### src/rtl/pwm_fade_if.sv
// Control and status bundle between a pattern controller and pwm_fade.
// The master drives requests and pattern parameters; the slave returns duty and status.
interface pwm_fade_if #(
  parameter int N = 8,
  parameter int P = 16
);
  logic         ena;
  logic         start;
  logic         stop;
  logic         loop;
  logic [N-1:0] step;
  logic [P-1:0] step_period;
  logic [P-1:0] hold_ticks;
  logic [N-1:0] duty;
  logic         busy;
  logic         done;
  logic [2:0]   state;

  modport master (
    output ena, start, stop, loop, step, step_period, hold_ticks,
    input  duty, busy, done, state
  );

  modport slave (
    input  ena, start, stop, loop, step, step_period, hold_ticks,
    output duty, busy, done, state
  );
endinterface

### src/rtl/pwm_fade.sv
// Triangle "breathing" duty sequencer (up, hold high, down, hold low) feeding pwm.
// Optional PWM_FADE_GAMMA_EN squares the level into duty (gamma 2, full scale kept).
module pwm_fade #(
  parameter int N = 8,
  parameter int P = 16
) (
  input  logic        clk,
  input  logic        rst,
  pwm_fade_if.slave   bus
);
  // start/stop are level-sampled requests, acted on only on edges where ena is high.
  typedef enum logic [2:0] {
    IDLE    = 3'd0,
    UP      = 3'd1,
    HOLD_HI = 3'd2,
    DOWN    = 3'd3,
    HOLD_LO = 3'd4
  } state_t;

  localparam logic [N-1:0] LMAX = {N{1'b1}};

  state_t       state_q, state_d;
  logic [N-1:0] level_q, level_d;
  logic [N-1:0] step_q, step_d;
  logic [N-1:0] duty_q, duty_d;
  logic [P-1:0] period_q, period_d;
  logic [P-1:0] hold_q, hold_d;
  logic [P-1:0] tick_q, tick_d;
  logic [P-1:0] hcnt_q, hcnt_d;
  logic         loop_q, loop_d;
  logic         stopf_q, stopf_d;
  logic         done_q, done_d;
  logic         tick;
  logic [N:0]   sum;
  logic [N-1:0] up_lvl;
  logic [N-1:0] dn_lvl;

  assign tick   = (state_q != IDLE) && (tick_q == period_q - 1'b1);
  assign sum    = {1'b0, level_q} + {1'b0, step_q};
  assign up_lvl = sum[N] ? LMAX : sum[N-1:0];
  assign dn_lvl = (level_q > step_q) ? level_q - step_q : '0;

  always_ff @(posedge clk or negedge rst) begin
    if (!rst) begin
      state_q  <= IDLE;
      level_q  <= '0;
      step_q   <= '0;
      duty_q   <= '0;
      period_q <= '0;
      hold_q   <= '0;
      tick_q   <= '0;
      hcnt_q   <= '0;
      loop_q   <= 1'b0;
      stopf_q  <= 1'b0;
      done_q   <= 1'b0;
    end else begin
      state_q  <= state_d;
      level_q  <= level_d;
      step_q   <= step_d;
      duty_q   <= duty_d;
      period_q <= period_d;
      hold_q   <= hold_d;
      tick_q   <= tick_d;
      hcnt_q   <= hcnt_d;
      loop_q   <= loop_d;
      stopf_q  <= stopf_d;
      done_q   <= done_d;
    end
  end

  always_comb begin
    state_d  = state_q;
    level_d  = level_q;
    step_d   = step_q;
    period_d = period_q;
    hold_d   = hold_q;
    loop_d   = loop_q;
    stopf_d  = stopf_q;
    tick_d   = tick_q;
    hcnt_d   = hcnt_q;
    done_d   = done_q;
    if (bus.ena) begin
      done_d = 1'b0;
      tick_d = (state_q == IDLE || tick) ? '0 : tick_q + 1'b1;
      case (state_q)
        IDLE: begin
          stopf_d = 1'b0;
          if (bus.start && !bus.stop) begin
            state_d  = UP;
            step_d   = (bus.step == '0) ? N'(1) : bus.step;
            period_d = (bus.step_period == '0) ? P'(1) : bus.step_period;
            hold_d   = bus.hold_ticks;
            loop_d   = bus.loop;
          end
        end
        UP: begin
          if (bus.stop) begin
            state_d = DOWN;
            stopf_d = 1'b1;
          end else if (tick) begin
            level_d = up_lvl;
            if (up_lvl == LMAX) state_d = HOLD_HI;
          end
        end
        HOLD_HI: begin
          if (bus.stop) begin
            state_d = DOWN;
            stopf_d = 1'b1;
          end else if (tick) begin
            if (hcnt_q == hold_q) state_d = DOWN;
            else                  hcnt_d  = hcnt_q + 1'b1;
          end
        end
        DOWN: begin
          if (bus.stop) stopf_d = 1'b1;
          if (tick) begin
            level_d = dn_lvl;
            // A stop seen on this very edge already counts as sticky.
            if (dn_lvl == '0) begin
              if (stopf_d) begin
                state_d = IDLE;
                done_d  = 1'b1;
              end else begin
                state_d = HOLD_LO;
              end
            end
          end
        end
        HOLD_LO: begin
          if (bus.stop) begin
            state_d = DOWN;
            stopf_d = 1'b1;
          end else if (tick) begin
            if (hcnt_q == hold_q) begin
              if (loop_q) begin
                state_d = UP;
              end else begin
                state_d = IDLE;
                done_d  = 1'b1;
              end
            end else begin
              hcnt_d = hcnt_q + 1'b1;
            end
          end
        end
        default: state_d = IDLE;
      endcase
      if (state_d != state_q) begin
        tick_d = '0;
        hcnt_d = '0;
      end
    end
  end

`ifdef PWM_FADE_GAMMA_EN
  logic [2*N-1:0] sq;
  always_comb begin
    sq     = {{N{1'b0}}, level_d} * {{N{1'b0}}, level_d};
    duty_d = (level_d == LMAX) ? LMAX : N'(sq >> N);
  end
`else
  assign duty_d = level_d;
`endif

  assign bus.duty  = duty_q;
  assign bus.busy  = (state_q != IDLE);
  assign bus.done  = done_q;
  assign bus.state = state_q;
endmodule

### src/flat_wrapper.sv
// flat-port wrapper written by rule: the top's interface ports become plain ports
module pwm_fade_flat 
#(
  parameter int N = 8,
  parameter int P = 16
)
  (clk, rst, bus_ena, bus_start, bus_stop, bus_loop, bus_step, bus_step_period, bus_hold_ticks, bus_duty, bus_busy, bus_done, bus_state);
  pwm_fade_if #(.N(N), .P(P)) bus_i ();
  input  logic clk;
  input  logic rst;
  input wire logic [$bits(bus_i.ena)-1:0] bus_ena;
  input wire logic [$bits(bus_i.start)-1:0] bus_start;
  input wire logic [$bits(bus_i.stop)-1:0] bus_stop;
  input wire logic [$bits(bus_i.loop)-1:0] bus_loop;
  input wire logic [$bits(bus_i.step)-1:0] bus_step;
  input wire logic [$bits(bus_i.step_period)-1:0] bus_step_period;
  input wire logic [$bits(bus_i.hold_ticks)-1:0] bus_hold_ticks;
  output wire logic [$bits(bus_i.duty)-1:0] bus_duty;
  output wire logic [$bits(bus_i.busy)-1:0] bus_busy;
  output wire logic [$bits(bus_i.done)-1:0] bus_done;
  output wire logic [$bits(bus_i.state)-1:0] bus_state;
  assign bus_i.ena = bus_ena;
  assign bus_i.start = bus_start;
  assign bus_i.stop = bus_stop;
  assign bus_i.loop = bus_loop;
  assign bus_i.step = bus_step;
  assign bus_i.step_period = bus_step_period;
  assign bus_i.hold_ticks = bus_hold_ticks;
  assign bus_duty = bus_i.duty;
  assign bus_busy = bus_i.busy;
  assign bus_done = bus_i.done;
  assign bus_state = bus_i.state;
  pwm_fade #(.N(N), .P(P)) u_core (.clk(clk), .rst(rst), .bus(bus_i));
endmodule
### config.mk
export PLATFORM = sky130hd
export DESIGN_NAME = pwm_fade_flat
export DESIGN_NICKNAME = d
export VERILOG_FILES = /design/src/rtl/pwm_fade_if.sv /design/src/rtl/pwm_fade.sv /design/src/flat_wrapper.sv
export SDC_FILE = /design/constraint.sdc
export NUM_CORES = 1
export LEC_CHECK = 0
export ABC_CLOCK_PERIOD_IN_PS = 4000
export BUFFER_PORTS_ARGS = -buffer_cell sky130_fd_sc_hd__buf_4
export CAP_MARGIN = 10
export CORE_MARGIN = 2
export CORE_UTILIZATION = 27
export CTS_CLUSTER_SIZE = 20
export DETAILED_ROUTE_END_ITERATION = 10
export RECOVER_POWER = 100
export SLEW_MARGIN = 10
export SYNTH_ARGS = -nofsm -noshare
export SYNTH_HDL_FRONTEND = slang
export SYNTH_SLANG_ARGS = --single-unit
### constraint.sdc
create_clock -name clk -period 4 [get_ports clk]
set_input_delay 0.2 -clock clk [delete_from_list [all_inputs] [get_ports clk]]
set_output_delay 0.2 -clock clk [all_outputs]
set_load 0.005 [all_outputs]
==> impl_metrics.yaml <==
cells_and_area:
  final_area_um2: 6690
  nets: 709
  diodes: 0
  drive_gt1_share_pct: 21.8
  final_common_cell: "dfrtp_1"
  final_cell_mix: "86 x dfrtp_1, 48 x buf_4, 47 x nor2_1"
  syn_to_final_growth_pct: 17.3
setup_path:
  path_cells: "inv_1 -> ha_1 -> nor4b_2 -> nand2_1 -> or4_1 -> a211o_2 -> nor3_2 -> a221oi_2 -> o31ai_2 -> and2_2 -> nor3_1"
  critical_path_buf_inv_count: 1
  worst_ep_arrival_time_ns: 3.92
  cp-end-kind: "register"
  cp-start-kind: "register"
  cp_slowest_cell: "dfrtp_1"
  criticalPathCategory: "reg2reg"
  slowest_delay_ns: 0.42
  crit_fanout: 12
  path_delay_family: "simple AND/OR/NAND/NOR gates"
  cp.required_ns: 4.22
  reg2reg_slack_ns: 0.30
yosys:
  yosysWarnings: 0
  synth_edf_count: 0
  synthFlopType: "dfrtp_1"
  synth_seq_cells: 86
  syn_area_um2: 5700
  syn_nets: 658
  postSynthCellCount: 591
  seq_area_frac_synth_pct: 37.8
  async_reset_ff_share_pct: 100
  synth_cell_types: 71
  synth.avg_cell_area_um2: 9.64
clocking:
  clk_path_buf_depth: 2
  h-tree-depth: 3
  cts-root-buf: "clkbuf_16"
  cts_setup_buffers: 0
  clk_pin_slew_ns: 0.06
  cts.sinks: 86
  cts_made_buffers: 9
  cts_tree: "done"
  insertion_delay_ns: 0.35
floorplanning:
  die_y_um: 149
  io_pins: 59
  rows: 53
  core_area_um2: 20900
  die_w_um: 149
  initial_utilization_pct: 27.3
  die_area_um2: 22300
grt:
  track_usage_pct: 12.7
  grt_remaining_overflow: 0
  first_global_vias: 4340
  grt_pass1_wl_mm: 22.5
  antenna_found_initial: 0
  grt_max_degree: 61
timing:
  min_period_over_period_pct: 92.6
  rsz0062_at_grt: "no"
  skew_ns: 0.0131
  tns_ns: 0
  setup_viol: 0
  setup_slack_ns: 0.296
  finalHoldViolCount: 0
  worst_slew_pin_slew_ns: 1.52
  slew_violations: 88
  relSlewSlack_pct: -1.45
  fin_crit_ns: 3.70
  fmax_mhz: 270
pwr:
  p_per_area_nw_per_um2: 649
  p_leak_uw: 0.00309
  ir_worst_vdd_uv: 220
  p_total_uw: 4340
place:
  port_buffers: 58
  dpl_worst_slack_ns: 0.245
  gp_congestion: 0.933
  dp_hpwl_mm: 10.1
  dpl_cell_area_um2: 6430
route:
  wl_met2_mm: 6.35
  via_per_inst: 4.91
  wl_met1_mm: 6.64
  wire_per_inst_um: 14.9
  drtPass1Iterations: 5
  first_iter_violations: 264
  wl_met3_um: 422
  wl_mm: 13.7
  highest_layer: "met4"
  vias: 4521
  ant_nets: 0
  route.detailed.drc: 0
min_path:
  hold_path.class: "in2reg"
status:
  status: "finished with violations"
  violations: "capacitance limit, slew limit"
job:
  drv_cap: 2
## sequential cells by signal, indices dropped and copies added, names as in the netlist
signal            count
u_core.hcnt_q        16
u_core.step_q         8
u_core.stopf_q        1
u_core.loop_q         1
u_core.tick_q        16
u_core.hold_q        16
u_core.bus.done       1
u_core.bus.state      3
u_core.level_q        8
u_core.period_q      16
## synthesized netlist by cell type (4+ instances only)
master,count,area share (%)
a21o_1,13,1.7
o21bai_1,4,0.53
nand3_1,23,2.0
nor4_1,14,1.5
clkbuf_1,21,1.4
xnor2_1,28,4.3
nor2_1,47,3.1
a31oi_1,11,1.2
nor3b_2,8,1.8
nor2b_1,5,0.55
dfrtp_1,86,38
ha_1,19,4.2
o21ai_0,24,2.1
nor4b_1,5,0.77
a21oi_1,29,2.5
nand2b_1,5,0.55
nand4_1,9,0.99
nor3_1,13,1.1
o21ai_1,5,0.44
nand2_1,31,2.0
mux2_2,40,7.9
xor2_1,33,5.1
o2bb2ai_1,5,0.77
inv_1,27,1.8
and3_1,16,1.8
## per-layer routing
layer  GRT usage [%]  vias up
li1                -     2246
met1            17.4     2166
met2            19.9       85
met3            2.17       24
met4            5.24        0
met5               0        -
## timing repair
action                                  CTS  global route
hold buffers                              1             0
endpoints found under the setup margin    0            10
resized for setup                         0             1
endpoints found under the hold margin    59             0
## stage by stage
stage	instances	hold WS [ns]	util, %
after floorplan	591	-0.0956	-
after global placement	905	0.338	30.8
after detailed placement	905	0.336	30.8
after CTS	921	0.0667	32.3
after global routing	921	0.0744	32.0
final	921	0.0856	32.0
## where the power goes
group	switching, uW	leakage (uW)	internal, uW
combinational	1230	0.00181	940
sequential	259	0.00114	1060
clock	356	0.000145	499
## worst reg2reg max path: cells and delay by family, from the launching register on
kind	cells	cell delay [ns]
AND/OR/NAND/NOR	6	1.80
flip-flops	1	0.42
buffers and inverters	1	0.09
AO/OA/AOI/OAI	3	0.95
adder cells (fa/ha/maj)	1	0.32
## path summary, 6_finish.rpt
check	start	endpoint	cells after the start
worst max-delay path	u_core.period_q[0]$_DFFE_PN0P_	u_core.hcnt_q[13]$_DFFE_PN0P_	11
worst min-delay path	bus_hold_ticks[9]	u_core.hold_q[9]$_DFFE_PN0P_	2
worst max register to register	u_core.period_q[0]$_DFFE_PN0P_	u_core.hcnt_q[13]$_DFFE_PN0P_	11
worst min register to register	u_core.step_q[0]$_DFFE_PN0P_	u_core.step_q[0]$_DFFE_PN0P_	2
max in group asynchronous	rst	u_core.hcnt_q[15]$_DFFE_PN0P_	3
min in group asynchronous	rst	u_core.period_q[3]$_DFFE_PN0P_	2
## kinds of logic after synthesis
kind of cell	after synthesis	synth area share, %
and+or+nand+nor	200	20.6
AOI/OAI and AO/OA	128	15.4
adders and majority gates	21	4.87
DFF	86	37.8
buffers and inverters	54	3.93
xor gates and xnor gates	61	9.37
muxes	41	8.08
## area by class of cell
class	instances	area (um2)
Timing Repair Buffer	67	479
Sequential cell	86	2150
Multi-Input combinational cell	451	3310
Clock buffer	10	239
Fill cell	2186	14200
Inverter	27	101
Tap cell	275	344
Clock inverter	5	60.1
Power figures use the tool's default switching activity.
